File: src/rtl/serial_pattern_gen_if.sv
// Job-load handshake and serial output bundle for serial_pattern_gen.
// The master drives the job request and abort, and the generator (slave)
// drives the serial line and status flags.
interface serial_pattern_gen_if #(
    parameter int PAT_W = 3,
    parameter int CNT_W = 4
);
    logic             load_valid;
    logic             load_ready;
    logic [PAT_W-1:0] pat_in;
    logic [CNT_W-1:0] rep_in;
    logic             abort;
    logic             x_out;
    logic             x_valid;
    logic             busy;
    logic             done;

    modport master (
        output load_valid, pat_in, rep_in, abort,
        input  load_ready, x_out, x_valid, busy, done
    );

    modport slave (
        input  load_valid, pat_in, rep_in, abort,
        output load_ready, x_out, x_valid, busy, done
    );
endinterface

File: src/rtl/serial_pattern_gen.sv
// Serial bit-pattern transmitter.
// It sends a PAT_W-bit pattern MSB first and repeats it (rep_in + 1) times,
// with GAP_CYC idle cycles between repetitions. After the last bit it emits
// a one-cycle done pulse. All outputs are registers, and each one is loaded
// with the value that belongs to the state being entered.
module serial_pattern_gen #(
    parameter int PAT_W   = 3,
    parameter int CNT_W   = 4,
    parameter int GAP_CYC = 1
) (
    input  logic                 clk,
    input  logic                 rst_n,
    serial_pattern_gen_if.slave  bus
);

    localparam int BIT_W    = (PAT_W > 1) ? $clog2(PAT_W) : 1;
    localparam int GAP_W    = (GAP_CYC > 1) ? $clog2(GAP_CYC) : 1;
    localparam int GAP_LOAD = (GAP_CYC > 0) ? GAP_CYC - 1 : 0;

    localparam logic [BIT_W-1:0] LAST_IDX = BIT_W'(PAT_W - 1);
    localparam logic [GAP_W-1:0] GAP_INIT = GAP_W'(GAP_LOAD);

    typedef enum logic [1:0] {
        IDLE,
        SHIFT,
        GAP,
        DONE
    } state_t;

    state_t           state;
    logic [PAT_W-1:0] pat_reg;
    logic [CNT_W-1:0] rep_cnt;
    logic [BIT_W-1:0] bit_idx;
    logic [GAP_W-1:0] gap_cnt;

    logic load_ready_r;
    logic x_out_r;
    logic x_valid_r;
    logic busy_r;
    logic done_r;

    assign bus.load_ready = load_ready_r;
    assign bus.x_out      = x_out_r;
    assign bus.x_valid    = x_valid_r;
    assign bus.busy       = busy_r;
    assign bus.done       = done_r;

    // Job sequencer: the state, the job registers and the registered outputs
    // all update together, so every output lines up with its state.
    always_ff @(posedge clk or negedge rst_n) begin
        if (!rst_n) begin
            state        <= IDLE;
            pat_reg      <= '0;
            rep_cnt      <= '0;
            bit_idx      <= '0;
            gap_cnt      <= '0;
            load_ready_r <= 1'b1;
            x_out_r      <= 1'b0;
            x_valid_r    <= 1'b0;
            busy_r       <= 1'b0;
            done_r       <= 1'b0;
        end else begin
            case (state)
                IDLE: begin
                    if (bus.load_valid && !bus.abort) begin
                        state        <= SHIFT;
                        pat_reg      <= bus.pat_in;
                        rep_cnt      <= bus.rep_in;
                        bit_idx      <= LAST_IDX;
                        load_ready_r <= 1'b0;
                        x_out_r      <= bus.pat_in[PAT_W-1];
                        x_valid_r    <= 1'b1;
                        busy_r       <= 1'b1;
                    end
                end

                SHIFT: begin
                    if (bus.abort) begin
                        state        <= IDLE;
                        rep_cnt      <= '0;
                        load_ready_r <= 1'b1;
                        x_out_r      <= 1'b0;
                        x_valid_r    <= 1'b0;
                        busy_r       <= 1'b0;
                    end else if (bit_idx != '0) begin
                        bit_idx <= bit_idx - BIT_W'(1);
                        x_out_r <= pat_reg[bit_idx - BIT_W'(1)];
                    end else if (rep_cnt != '0) begin
                        rep_cnt <= rep_cnt - CNT_W'(1);
                        bit_idx <= LAST_IDX;
                        if (GAP_CYC == 0) begin
                            x_out_r <= pat_reg[PAT_W-1];
                        end else begin
                            state     <= GAP;
                            gap_cnt   <= GAP_INIT;
                            x_out_r   <= 1'b0;
                            x_valid_r <= 1'b0;
                        end
                    end else begin
                        state     <= DONE;
                        done_r    <= 1'b1;
                        x_out_r   <= 1'b0;
                        x_valid_r <= 1'b0;
                        busy_r    <= 1'b0;
                    end
                end

                GAP: begin
                    if (bus.abort) begin
                        state        <= IDLE;
                        rep_cnt      <= '0;
                        load_ready_r <= 1'b1;
                        x_out_r      <= 1'b0;
                        x_valid_r    <= 1'b0;
                        busy_r       <= 1'b0;
                    end else if (gap_cnt == '0) begin
                        state     <= SHIFT;
                        x_out_r   <= pat_reg[PAT_W-1];
                        x_valid_r <= 1'b1;
                    end else begin
                        gap_cnt <= gap_cnt - GAP_W'(1);
                    end
                end

                DONE: begin
                    state        <= IDLE;
                    done_r       <= 1'b0;
                    load_ready_r <= 1'b1;
                end

                default: begin
                    state        <= IDLE;
                    load_ready_r <= 1'b1;
                    x_out_r      <= 1'b0;
                    x_valid_r    <= 1'b0;
                    busy_r       <= 1'b0;
                    done_r       <= 1'b0;
                end
            endcase
        end
    end

endmodule

File: src/flat_wrapper.sv
// flat-port wrapper written by rule: the top's interface ports become plain ports
module serial_pattern_gen_flat 
#(
    parameter int PAT_W   = 3,
    parameter int CNT_W   = 4,
    parameter int GAP_CYC = 1
)
  (clk, rst_n, bus_load_valid, bus_pat_in, bus_rep_in, bus_abort, bus_load_ready, bus_x_out, bus_x_valid, bus_busy, bus_done);
  serial_pattern_gen_if #(.PAT_W(PAT_W), .CNT_W(CNT_W)) bus_i ();
  input  logic clk;
  input  logic rst_n;
  input wire logic [$bits(bus_i.load_valid)-1:0] bus_load_valid;
  input wire logic [$bits(bus_i.pat_in)-1:0] bus_pat_in;
  input wire logic [$bits(bus_i.rep_in)-1:0] bus_rep_in;
  input wire logic [$bits(bus_i.abort)-1:0] bus_abort;
  output wire logic [$bits(bus_i.load_ready)-1:0] bus_load_ready;
  output wire logic [$bits(bus_i.x_out)-1:0] bus_x_out;
  output wire logic [$bits(bus_i.x_valid)-1:0] bus_x_valid;
  output wire logic [$bits(bus_i.busy)-1:0] bus_busy;
  output wire logic [$bits(bus_i.done)-1:0] bus_done;
  assign bus_i.load_valid = bus_load_valid;
  assign bus_i.pat_in = bus_pat_in;
  assign bus_i.rep_in = bus_rep_in;
  assign bus_i.abort = bus_abort;
  assign bus_load_ready = bus_i.load_ready;
  assign bus_x_out = bus_i.x_out;
  assign bus_x_valid = bus_i.x_valid;
  assign bus_busy = bus_i.busy;
  assign bus_done = bus_i.done;
  serial_pattern_gen #(.PAT_W(PAT_W), .CNT_W(CNT_W), .GAP_CYC(GAP_CYC)) u_core (.clk(clk), .rst_n(rst_n), .bus(bus_i));
endmodule
File: config.mk
export PLATFORM = sky130hd
export DESIGN_NAME = serial_pattern_gen_flat
export DESIGN_NICKNAME = d
export VERILOG_FILES = /design/src/rtl/serial_pattern_gen_if.sv /design/src/rtl/serial_pattern_gen.sv /design/src/flat_wrapper.sv
export SDC_FILE = /design/constraint.sdc
export NUM_CORES = 1
export LEC_CHECK = 0
export ABC_AREA = 1
export CAP_MARGIN = 25
export CORE_MARGIN = 10
export CORE_UTILIZATION = 45
export DETAILED_ROUTE_END_ITERATION = 7
export PLACE_DENSITY_LB_ADDON = 0.25
export RECOVER_POWER = 25
export SLEW_MARGIN = 10
export SYNTH_ARGS = -nofsm -noshare
export SYNTH_HDL_FRONTEND = slang
export SYNTH_SLANG_ARGS = --single-unit
File: constraint.sdc
create_clock -name clk -period 1.8 [get_ports clk]
set_clock_uncertainty 0.15 [all_clocks]
set_input_delay 0.27 -clock clk [delete_from_list [all_inputs] [get_ports clk]]
set_output_delay 0.27 -clock clk [all_outputs]
set_load 0.05 [all_outputs]
; Word-level counts from Yosys, hierarchy flattened
; Index checks and enable logic that the tools add are counted.
[word_totals]
reg_bits = 17
latchBits = 0
mem_bits_rw = 0
romBits = 0
out_inout_bits = 5
elab_cells = 100
n_memories = 0
[classes]
n_addsub = 3
multipliers = 0
div = 0
order_cmp = 1
n_eq_ne = 16
shifts = 0
mux = 50
bitwise = 0
reduce_logical = 20
[ops]
columns = op, n
row1 = $mux W1, 26
row2 = $mux W4, 5
row3 = $mux W2, 9
row4 = $reduce_and A5 Y1, 3
row5 = $pmux W1 S3, 4
row6 = $pmux W4 S3, 1
row7 = $reduce_and A4 Y1, 3
row8 = $ne A2 B2 Y1 const B, 5
row9 = $ne A3 B3 Y1 const B, 3
row10 = $pmux W2 S4, 1
row11 = $reduce_bool A2 Y1, 4
row12 = $ne A2 B1 Y1 const B, 3
row13 = $reduce_and A3 Y1, 2
row14 = $eq A2 B2 Y1 const B, 2
row15 = $pmux W1 S2, 2
row16 = $pmux W2 S2, 1
row17 = $reduce_and A2 Y1, 2
row18 = $reduce_bool A4 Y1, 1
row19 = $sub A4 B1 Y4 const B, 1
row20 = $lt A2 B3 Y1 const B, 1
row21 = $ne A3 B1 Y1 const B, 1
row22 = $ne A3 B2 Y1 const B, 1
row23 = $reduce_bool A3 Y1, 1
row24 = $bmux W1 S2, 1
row25 = other kinds (7), 7

; Longest topological paths before layout
; Gate-level depths: netlist (run 1).
[depth]
ltp_word = 6
ltp_mapped = 10
depth_no_buf = 10

; Worst setup path after synthesis (run 1)
; OpenSTA, ideal clock, no wires.
[synth_timing]
path_kind = register to register
startpoint = register u_core.state[1]
endpoint = register u_core.rep_cnt[3]
t_arrival_ps = 1250
required_ps = 1534
slack_ps = 283
stages_incl_launch_ff = 10
n_path_buf = 0
synth_period_minus_slack_ps = 1517
cell_sequence = dfrtp_1 > inv_1 > ha_1 > inv_2 > nor2_4 > nand2_2 > nand3_1 > nor2_2 > nand2_1 > nand2_1
[synth_between]
elab_chain_len = 3
elab_cells_between_ends = 10
cone_classes = eq/ne (6) / mux (1) / reduce/logical (3)
[synth_rtl]
columns = item, line
row1 = start: declaration, serial_pattern_gen.sv:30  ; state_t state;
row2 = start signal: assignment, serial_pattern_gen.sv:52  ; state <= IDLE;
row3 = start signal: assignment, serial_pattern_gen.sv:66  ; state <= SHIFT;
row4 = start signal: assignment, serial_pattern_gen.sv:79  ; state <= IDLE;
row5 = "$eq A2 B1 Y1, or another cell as far along", serial_pattern_gen.sv:63  ; case (state)
row6 = "$ne A3 B2 Y1 (no source line), or another cell as far along", --
row7 = $reduce_and A5 Y1 (no source line), --
row8 = end signal: assignment, serial_pattern_gen.sv:68  ; rep_cnt <= bus.rep_in;
row9 = end signal: assignment, serial_pattern_gen.sv:89  ; rep_cnt <= rep_cnt - CNT_W'(1);
row10 = end: declaration, serial_pattern_gen.sv:32  ; logic [CNT_W-1:0] rep_cnt;
; Parallel ways exist; a longest one is shown, timed or not.
; A chain may end at the register's enable or synchronous reset.

; Final worst setup path (run 1)
; Ends and elaborated chain as after synthesis.

==> results of run 1 <==
## critical path, cell delays in order, from the launching register on
cell and delay (ns):
sky130_fd_sc_hd__dfrtp_1 0.40, sky130_fd_sc_hd__inv_1 0.12, sky130_fd_sc_hd__ha_2 0.27, sky130_fd_sc_hd__inv_2 0.07, sky130_fd_sc_hd__nor2_4 0.11, sky130_fd_sc_hd__nand2_2 0.10
sky130_fd_sc_hd__nand3_1 0.12, sky130_fd_sc_hd__nor2_2 0.07, sky130_fd_sc_hd__nand2_1 0.07, sky130_fd_sc_hd__nand2_1 0.04
## layout make-up
class / instances / area, µm²
clock buffers: 4 / 36.3
fillers: 219 / 935
inverters: 21 / 78.8
multi-input cells: 105 / 599
flip-flops and latches: 16 / 402
well taps: 28 / 35.0
repair buffers: 18 / 169
## repair_timing
item	4_1_cts	5_1_grt
endpoints found under the setup margin	0	11
gates resized for setup	0	2
buffers inserted	0	0
## how the worst min path moves through the flow
| stage | end | slack (ns) | cells after the start |
|---|---|---|---|
| finish | u_core.bus.x_valid | 0.16 | 1 |
| global placement | u_core.bus.busy | 0.31 | 2 |
| global route | u_core.bus.x_valid | 0.17 | 1 |
| detailed placement | u_core.bus.busy | 0.32 | 2 |
| CTS | u_core.bus.x_valid | 0.09 | 1 |
| floorplan | u_core.bit_idx[0] | -0.18 | 0 |
## cells by family (layout without fill, tap and decap cells)
logic type | count (synthesis) | count (layout) | share of synthesized area
AO/OA/AOI/OAI | 15 | 15 | 0.0732
buffers and inverters | 21 | 43 | 0.0732
multiplexers | 1 | 1 | 0.0105
flip-flops | 16 | 16 | 0.373
XOR/XNOR | 1 | 1 | 0.00813
AND/OR/NAND/NOR | 78 | 78 | 0.346
adder cells (fa/ha/maj) | 10 | 10 | 0.116
## synth_stat cells, types with 2 or more instances
library cell               instances  area (µm²)
sky130_fd_sc_hd__dfrtp_1          15         375
sky130_fd_sc_hd__nor2_2            2        12.5
sky130_fd_sc_hd__nor2_4            2        22.5
sky130_fd_sc_hd__nand3_1           8        40.0
sky130_fd_sc_hd__nand3b_1          2        15.0
sky130_fd_sc_hd__ha_1             10         125
sky130_fd_sc_hd__inv_2             3        11.3
sky130_fd_sc_hd__nand2_1          47         176
sky130_fd_sc_hd__a21oi_1           5        25.0
sky130_fd_sc_hd__inv_1            18        67.6
sky130_fd_sc_hd__nor2_1            7        26.3
sky130_fd_sc_hd__nand2_2           5        31.3
sky130_fd_sc_hd__o21ai_0           7        35.0
sky130_fd_sc_hd__nand2_4           3        33.8
## layout by cell type, fill, tap and decap left out, types with 2 or more instances in the layout
cell | synthesis | layout
sky130_fd_sc_hd__nand3b_1 | 2 | 2
sky130_fd_sc_hd__nand2_4 | 3 | 3
sky130_fd_sc_hd__nor2_2 | 2 | 2
sky130_fd_sc_hd__clkdlybuf4s50_1 | 0 | 9
sky130_fd_sc_hd__dfrtp_1 | 15 | 15
sky130_fd_sc_hd__ha_1 | 10 | 9
sky130_fd_sc_hd__nand3_1 | 8 | 8
sky130_fd_sc_hd__buf_4 | 0 | 6
sky130_fd_sc_hd__nand2_1 | 47 | 47
sky130_fd_sc_hd__nor2_4 | 2 | 2
sky130_fd_sc_hd__inv_1 | 18 | 17
sky130_fd_sc_hd__inv_2 | 3 | 4
sky130_fd_sc_hd__nand2_2 | 5 | 5
sky130_fd_sc_hd__o21ai_0 | 7 | 7
sky130_fd_sc_hd__nor2_1 | 7 | 7
sky130_fd_sc_hd__a21oi_1 | 5 | 5
sky130_fd_sc_hd__clkbuf_4 | 0 | 3
## power breakdown
| group | switching [W] | internal (W) | leakage (nW) |
|---|---|---|---|
| registers | 0.000121 | 0.000545 | 0.196 |
| clock network | 0.000115 | 0.000123 | 0.0210 |
| logic | 0.00106 | 0.000609 | 0.464 |
## routing by layer
layer  up-vias  track usage
met5         -            0
met4         0       0.0320
met3         4       0.0258
met2        23        0.153
met1       401        0.153
li1        490            -
## metrics by stage
step           instances  TNS, ns
3_3_place_gp         188        0
2_1_floorplan        142        0
4_1_cts              192        0
5_1_grt              192  -0.0159
3_5_place_dp         188        0
6_report             192        0
==> results.yml, run 1 <==
status:
  run_status: "complete, no violations"
clock_network:
  clk_transition_reported_paths_ns: 0.10
  cts-htree-levels: 1
  clock_sinks: 16
  insertion_delay_ns: 0.29
  postCtsHoldBufs: 0
  max-clock-path-buffers: 2
  cts_root_buf: "sky130_fd_sc_hd__clkbuf_4"
  cts_inserted_buffers: 3
  cts_tree: "built"
yosys:
  synth_warnings: 0
  synth_flop_cell: "sky130_fd_sc_hd__dfrtp_1"
  synth.ff_latch_count: 16
  synth_nets: 163
  synth_area_um2: 1080
  synth-seq-area-share: 0.373
  synth_edf_count: 0
  netlist_instances: 142
  postSynthAreaPerCell_um2: 7.59
  postSynth.asyncResetShare: 1.00
  synth.distinct_cells: 22
global_routing:
  grt_util_all_layers: 0.107
  first_global_vias: 891
  grt_pass1_wl_mm: 3.98
  grt_start_max_net_pins: 10
  number_of_antenna_violations_at_the_first_check_in_global_routing: 0
  overflow: 0
critical_path:
  cp-startpoint: "u_core.state[1]"
  worst-endpoint-arrival_ns: 1.67
  worst-path-max-fanout: 6
  timing.rr.start: "u_core.state[1]"
  timing.reg2reg.worst_path_depth: 9
  category_of_the_critical_setup_timing_path: "register to register"
  reg2reg_to: "u_core.rep_cnt[3]"
  timing.critical_path.required_ns: 1.83
  register_to_register_setup_slack_ns: 0.16
  worstSetupStartpointType: "register"
  cp-end-kind: "register"
  timing.critical_path.to: "u_core.rep_cnt[3]"
sta:
  holdWs_ns: 0.158
  rsz_0062_raised_after_global_routing: "true"
  worst_case_headroom_to_the_max_slew_limit: 0.682
  fmax_mhz: 609
  layout_worst_path_cycle_share: 0.913
  final.min_clock_period_ns: 1.64
  hold_viol: 0
  setup_violations: 0
  slew_viol_final: 0
  postLayoutSetupSlackWorst_ns: 0.157
  timing_worst_slew_pin_value_ns: 0.477
routing:
  detailroute.via_count: 918
  drtAntennaViolNets: 0
  met2_length_um: 996
  detail_route.vias_per_cell: 4.78
  drt-initial-drc-count: 57
  met3_length_um: 137
  routedWlPerCell_um: 11.9
  detail_route.wirelength.met1_mm: 1.12
  post-route-drc-count: 0
  finalWirelength_mm: 2.28
  drt_first_pass_iters: 4
  highest_layer: "met4"
finish:
  finish.utilization: 0.585
  post-route-cell-area_um2: 1320
  diodes: 0
  fin_nets: 186
  post_route_cells_drive_above_1_share: 0.189
  area_growth_pct: 22.5
  largest_register_ffs: 4
placed_design:
  gp_routability_congestion: 0.928
  place_hpwl_mm: 1.87
  detailedPlace.worstSlack_ns: 0.0177
  place_area_um2: 1280
  port_buffers: 15
power_and_ir_drop:
  powerDensity_nw_per_um2: 1950
  power_w: 0.00257
  power_leakage_nw: 0.680
  irDropWorstVdd_uv: 1080
floorplan:
  effective_utilization_at_floorplan: 0.478
  std_cell_rows: 17
  ios: 16
  die-width_um: 68.9
  chipHeight_um: 68.9
  design.core.area_um2: 2250
  die_area_um2: 4750
flow_run:
  cap_violations: 0
min_path:
  hp-class: "input port to asynchronous set/reset pin"
(Power assumes the default switching activity.)
==> inputs of run 2 (changes only) <==
--- a/config.mk
+++ b/config.mk
@@ -10,6 +10,7 @@
 export CORE_MARGIN = 10
 export CORE_UTILIZATION = 45
 export DETAILED_ROUTE_END_ITERATION = 7
+export GPL_ROUTABILITY_DRIVEN = 0
 export PLACE_DENSITY_LB_ADDON = 0.25
 export RECOVER_POWER = 25
 export SLEW_MARGIN = 10
==> constraint.sdc (replaced) <==
create_clock -name clk -period 1.5 [get_ports clk]
set_clock_uncertainty 0.15 [all_clocks]
set_input_delay 0.225 -clock clk [delete_from_list [all_inputs] [get_ports clk]]
set_output_delay 0.225 -clock clk [all_outputs]
set_load 0.05 [all_outputs]
==> results.yml, run 2 (synthesis results as in run 1) <==
routing:
  drt-initial-drc-count: 42
  drt_first_pass_iters: 4
  finalWirelength_mm: 2.75
  routedWlPerCell_um: 13.1
  post-route-drc-count: 0
  detailroute.via_count: 1013
  drtAntennaViolNets: 0
  detail_route.vias_per_cell: 4.85
finish:
  area_taken_by_multi_input_logic_gates_um2: 706
  fillers: 172
  most_common_cell_after_layout_fill_and_taps_aside: "sky130_fd_sc_hd__nand2_1"
  diodes: 0
  post_route_cells_drive_above_1_share: 0.370
  most-common-layout-cells: "45 x sky130_fd_sc_hd__nand2_1, 19 x sky130_fd_sc_hd__buf_4, 14 x sky130_fd_sc_hd__dfrtp_1, 13 x sky130_fd_sc_hd__inv_1, 9 x sky130_fd_sc_hd__clkdlybuf4s50_1"
  area_growth_pct: 49.9
  fin_nets: 203
  largest_register_ffs: 4
  regArea_um2: 403
  number_of_cells_in_the_finished_layout_apart_from_fillers: 209
floorplan:
  effective_utilization_at_floorplan: 0.478
  die-width_um: 68.9
  die_area_um2: 4750
  std_cell_rows: 17
  ios: 16
  chipHeight_um: 68.9
  design.core.area_um2: 2250
critical_path:
  slowest_stage: "sky130_fd_sc_hd__dfrtp_1"
  cpPeakStageDelay_ns: 0.41
  critical_path.n_buffers_inverters: 2
  worst-path-max-fanout: 4
  timing.critical_path.required_ns: 1.53
  worstSetupStartpointType: "register"
  category_of_the_critical_setup_timing_path: "register to register"
  worst-endpoint-arrival_ns: 1.65
  cpLargestDelayFamily: "flip-flops"
  cp-end-kind: "register"
  cp_cell_sequence: "inv_2, ha_4, buf_4, nand2_4, nor2_4, nand2_1, a21oi_2, nor2_1"
sta:
  final.min_clock_period_ns: 1.62
  postLayoutSetupSlackWorst_ns: -0.125
  hold_viol: 0
  setup_violations: 14
  slew_viol_final: 0
  layout_worst_path_cycle_share: 1.08
  worst_case_headroom_to_the_max_slew_limit: 0.790
  holdWs_ns: 0.102
  fmax_mhz: 616
  timing_worst_slew_pin_value_ns: 0.314
  rsz_0062_raised_after_global_routing: "true"
  totalNegativeSetupSlack_ns: -1.02
power_and_ir_drop:
  power_frac_comb: 0.714
  internal_power_w: 0.00209
  irDropWorstVdd_uv: 1520
  power.share.sequential: 0.213
  powerDensity_nw_per_um2: 2450
  p_switching_w: 0.00186
  power.clock.fraction: 0.074
  netSwitchingFraction: 0.470
  power_leakage_nw: 0.804
status:
  run_status: "finished, violations left"
  violations_in_the_final_reports: "negative setup slack"
placed_design:
  detailedPlace.worstSlack_ns: -0.220
  numPlacedInstances: 200
  port_buffers: 15
  place_hpwl_mm: 2.04
global_routing:
  grt_util_all_layers: 0.129
  number_of_antenna_violations_at_the_first_check_in_global_routing: 0
  grt_start_max_net_pins: 11
  first_global_vias: 1015
  grt_pass1_wl_mm: 4.73
  overflow: 0
clock_network:
  clk_transition_reported_paths_ns: 0.10
  clock_sinks: 16
  max-clock-path-buffers: 2
  cts-htree-levels: 1
  cts_root_buf: "sky130_fd_sc_hd__clkbuf_4"
  cts_inserted_buffers: 3
  postCtsHoldBufs: 0
  insertion_delay_ns: 0.28
  cts_tree: "built"
flow_run:
  cap_violations: 0
min_path:
  hp-class: "input port to asynchronous set/reset pin"
==> run 2: cell count changes in the layout (fill, tap and decap cells not counted), moves of 4 or more <==
cell | before | now
sky130_fd_sc_hd__inv_1 | 17 | 13
sky130_fd_sc_hd__ha_1 | 9 | 5
sky130_fd_sc_hd__buf_4 | 6 | 19
sky130_fd_sc_hd__buf_12 | 1 | 5
==> run 2: through the flow <==
| stage | utilization | total power [W] | instance area, µm² |
|---|---|---|---|
| 3_3_place_gp | 0.635 | 0.00316 | 1430 |
| 3_5_place_dp | 0.635 | 0.00321 | 1430 |
| 2_1_floorplan | - | 0.00228 | 1080 |
| 5_1_grt | 0.716 | 0.00432 | 1620 |
| 6_report | 0.716 | 0.00395 | 1620 |
| 4_1_cts | 0.686 | 0.00375 | 1550 |
==> run 2: power groups by stage <==
stage	clock [W]	sequential [W]	combinational, W
after floorplan	0	0.00101	0.00127
after global placement	0	0.000827	0.00234
after detailed placement	0	0.000835	0.00238
after CTS	0.000299	0.000832	0.00262
after global routing	0.000325	0.000871	0.00312
final	0.000291	0.000841	0.00282
==> run 2: layout make-up <==
class                           count  area share
Sequential cell                    16       0.249
Multi-Input combinational cell    105       0.437
Tap cell                           28      0.0217
Clock buffer                        4      0.0225
Inverter                           21      0.0503
Timing Repair Buffer               35       0.219
==> run 2: routing by layer <==
| layer | track usage | vias up | routed length (µm) |
|---|---|---|---|
| li1 | - | 526 | - |
| met5 | 0 | - | 0 |
| met4 | 0.0443 | 0 | 34 |
| met2 | 0.212 | 21 | 1330 |
| met1 | 0.161 | 462 | 1250 |
| met3 | 0.0274 | 4 | 136 |
==> run 2: what timing repair did <==
action,CTS,global route
pin swaps,0,2
endpoints found under the setup margin,16,16
gates cloned,0,0
resized for setup,16,12
buffers inserted,2,3
==> run 2: worst reg2reg max path: stages, from the launching register on <==
cell,delay [ns]
sky130_fd_sc_hd__dfrtp_1,0.41
sky130_fd_sc_hd__inv_2,0.13
sky130_fd_sc_hd__ha_4,0.19
sky130_fd_sc_hd__buf_4,0.13
sky130_fd_sc_hd__nand2_4,0.07
sky130_fd_sc_hd__nor2_4,0.19
sky130_fd_sc_hd__nand2_1,0.09
sky130_fd_sc_hd__a21oi_2,0.12
sky130_fd_sc_hd__nor2_1,0.05
==> run 2: worst paths after layout <==
check / from / endpoint / slack, ns / cells after the start
max in group asynchronous: rst_n / u_core.state[0] / 0.64 / 2
worst min-delay path: rst_n / u_core.bus.x_valid / 0.10 / 1
worst max register to register: u_core.state[1] / u_core.bus.done / -0.12 / 8
worst max-delay path: u_core.state[1] / u_core.bus.done / -0.12 / 8
min in group clk: u_core.pat_reg[2] / u_core.pat_reg[2] / 0.37 / 2
worst min register to register: u_core.pat_reg[2] / u_core.pat_reg[2] / 0.37 / 2
==> inputs of run 3 (changes only) <==
--- a/config.mk
+++ b/config.mk
@@ -9,6 +9,7 @@
 export CAP_MARGIN = 25
 export CORE_MARGIN = 10
 export CORE_UTILIZATION = 45
+export CTS_CLUSTER_SIZE = 16
 export DETAILED_ROUTE_END_ITERATION = 7
 export GPL_ROUTABILITY_DRIVEN = 0
 export PLACE_DENSITY_LB_ADDON = 0.25
==> constraint.sdc (replaced) <==
create_clock -name clk -period 1.8 [get_ports clk]
set_clock_uncertainty 0.15 [all_clocks]
set_input_delay 0.27 -clock clk [delete_from_list [all_inputs] [get_ports clk]]
set_output_delay 0.27 -clock clk [all_outputs]
set_load 0.05 [all_outputs]
==> results.yml, run 3 (synthesis results as in run 1) <==
status:
  run_status: "complete, no violations"
sta:
  hold_viol: 0
  layout_worst_path_cycle_share: 0.924
  slew_viol_final: 0
  totalNegativeSetupSlack_ns: 0
  worst_case_headroom_to_the_max_slew_limit: 0.403
  final.min_clock_period_ns: 1.66
  holdWs_ns: 0.347
  timing_worst_slew_pin_value_ns: 0.895
  fmax_mhz: 602
  rsz_0062_raised_after_global_routing: "false"
  setup_violations: 0
critical_path:
  worst-path-max-fanout: 7
  timing.reg2reg.worst_path_depth: 8
  worstSetupStartpointType: "register"
  category_of_the_critical_setup_timing_path: "register to register"
  worst-endpoint-arrival_ns: 1.69
  cp-end-kind: "register"
  timing.critical_path.required_ns: 1.83
power_and_ir_drop:
  power_w: 0.00257
  power_leakage_nw: 0.671
  powerDensity_nw_per_um2: 1950
  irDropWorstVdd_uv: 1040
clock_network:
  insertion_delay_ns: 0.29
  cts_root_buf: "sky130_fd_sc_hd__clkbuf_4"
  cts-htree-levels: 1
  cts_tree: "built"
  cts_inserted_buffers: 3
  postCtsHoldBufs: 0
  clk_transition_reported_paths_ns: 0.09
  max-clock-path-buffers: 2
  clock_sinks: 16
routing:
  drt-initial-drc-count: 63
  routedWlPerCell_um: 12.5
  drtAntennaViolNets: 0
  detailroute.via_count: 947
  detail_route.vias_per_cell: 4.96
  drt_first_pass_iters: 4
  post-route-drc-count: 0
  finalWirelength_mm: 2.38
global_routing:
  grt_start_max_net_pins: 17
  overflow: 0
  grt_pass1_wl_mm: 4.17
  first_global_vias: 971
  number_of_antenna_violations_at_the_first_check_in_global_routing: 0
  grt_util_all_layers: 0.113
floorplan:
  chipHeight_um: 68.9
  die_area_um2: 4750
  std_cell_rows: 17
  ios: 16
  effective_utilization_at_floorplan: 0.478
  design.core.area_um2: 2250
  die-width_um: 68.9
finish:
  most_common_cell_after_layout_fill_and_taps_aside: "sky130_fd_sc_hd__nand2_1"
  area_growth_pct: 22.0
  post_route_cells_drive_above_1_share: 0.178
  diodes: 0
  largest_register_ffs: 4
  most-common-layout-cells: "47 x sky130_fd_sc_hd__nand2_1, 18 x sky130_fd_sc_hd__inv_1, 14 x sky130_fd_sc_hd__dfrtp_1, 9 x sky130_fd_sc_hd__ha_1, 9 x sky130_fd_sc_hd__clkdlybuf4s50_1"
  number_of_cells_in_the_finished_layout_apart_from_fillers: 191
  fin_nets: 185
flow_run:
  cap_violations: 0
min_path:
  holdPathStages: 2
  hp-class: "register to register"
placed_design:
  port_buffers: 15
  place_hpwl_mm: 1.91
  numPlacedInstances: 187
## run 3: cell count changes in the layout (fill, tap and decap cells not counted), moves of 2 or more
cell	delta
sky130_fd_sc_hd__buf_12	-4
sky130_fd_sc_hd__nand2_1	+2
sky130_fd_sc_hd__nor2_4	-3
sky130_fd_sc_hd__nand3_1	+3
sky130_fd_sc_hd__ha_1	+4
sky130_fd_sc_hd__nand2_4	-3
sky130_fd_sc_hd__inv_1	+5
sky130_fd_sc_hd__nand3_2	-3
sky130_fd_sc_hd__nor2_2	+2
sky130_fd_sc_hd__buf_4	-14
sky130_fd_sc_hd__ha_2	-2
sky130_fd_sc_hd__inv_2	-4
sky130_fd_sc_hd__clkbuf_1	+2
sky130_fd_sc_hd__ha_4	-2
## run 3: critical path, cell delays in order, from the launching register on
cell                      delay [ns]
sky130_fd_sc_hd__dfrtp_1        0.41
sky130_fd_sc_hd__inv_1          0.14
sky130_fd_sc_hd__ha_1           0.30
sky130_fd_sc_hd__nand2_4        0.15
sky130_fd_sc_hd__nand2_4        0.08
sky130_fd_sc_hd__nor2_4         0.15
sky130_fd_sc_hd__nand2_1        0.07
sky130_fd_sc_hd__nand2_1        0.06
sky130_fd_sc_hd__nand2_1        0.05
## run 3: timing repair
action	in CTS	in global routing
endpoints found under the setup margin	0	12
buffers inserted	0	0
resized for setup	0	4
## run 3: final cells by class
cell class              instances  area (µm²)
fillers                       232         941
multi-input cells             105         609
flip-flops and latches         16         403
repair buffers                 17         161
inverters                      21        78.8
well taps                      28        35.0
clock buffers                   4        26.3
## run 3: layer usage
layer	wire (µm)	vias up	part of all wire	track usage
li1	-	486	-	-
met3	167	2	0.070	0.0515
met1	1110	441	0.47	0.142
met2	1090	18	0.46	0.171
met4	13	0	0.0055	0.0271
met5	0	-	0	0
## run 3: where the power goes
group	total [W]	switching (W)	leakage, nW	internal, W
logic	0.00169	0.00107	0.461	0.000611
registers	0.000680	0.000133	0.195	0.000547
clock network	0.000200	0.000114	0.0150	0.0000862
## run 3: final timing paths
check / end / startpoint / slack [ns]
max in group asynchronous: u_core.state[0] / rst_n / 0.44
setup / recovery: u_core.bus.busy / u_core.state[1] / 0.14
min in group asynchronous: u_core.bit_idx[1] / rst_n / 0.46
hold reg to reg: u_core.bus.busy / u_core.bus.busy / 0.35
hold / removal: u_core.bus.busy / u_core.bus.busy / 0.35
setup reg to reg: u_core.bus.busy / u_core.state[1] / 0.14
## run 3: stage by stage
stage	utilization	area, µm²	worst slack [ns]
3_5_place_dp	0.567	1280	0.0330
4_1_cts	0.578	1300	0.0370
3_3_place_gp	0.567	1280	0.0687
6_report	0.583	1310	0.138
5_1_grt	0.583	1310	0.00725
2_1_floorplan	-	1080	0.283
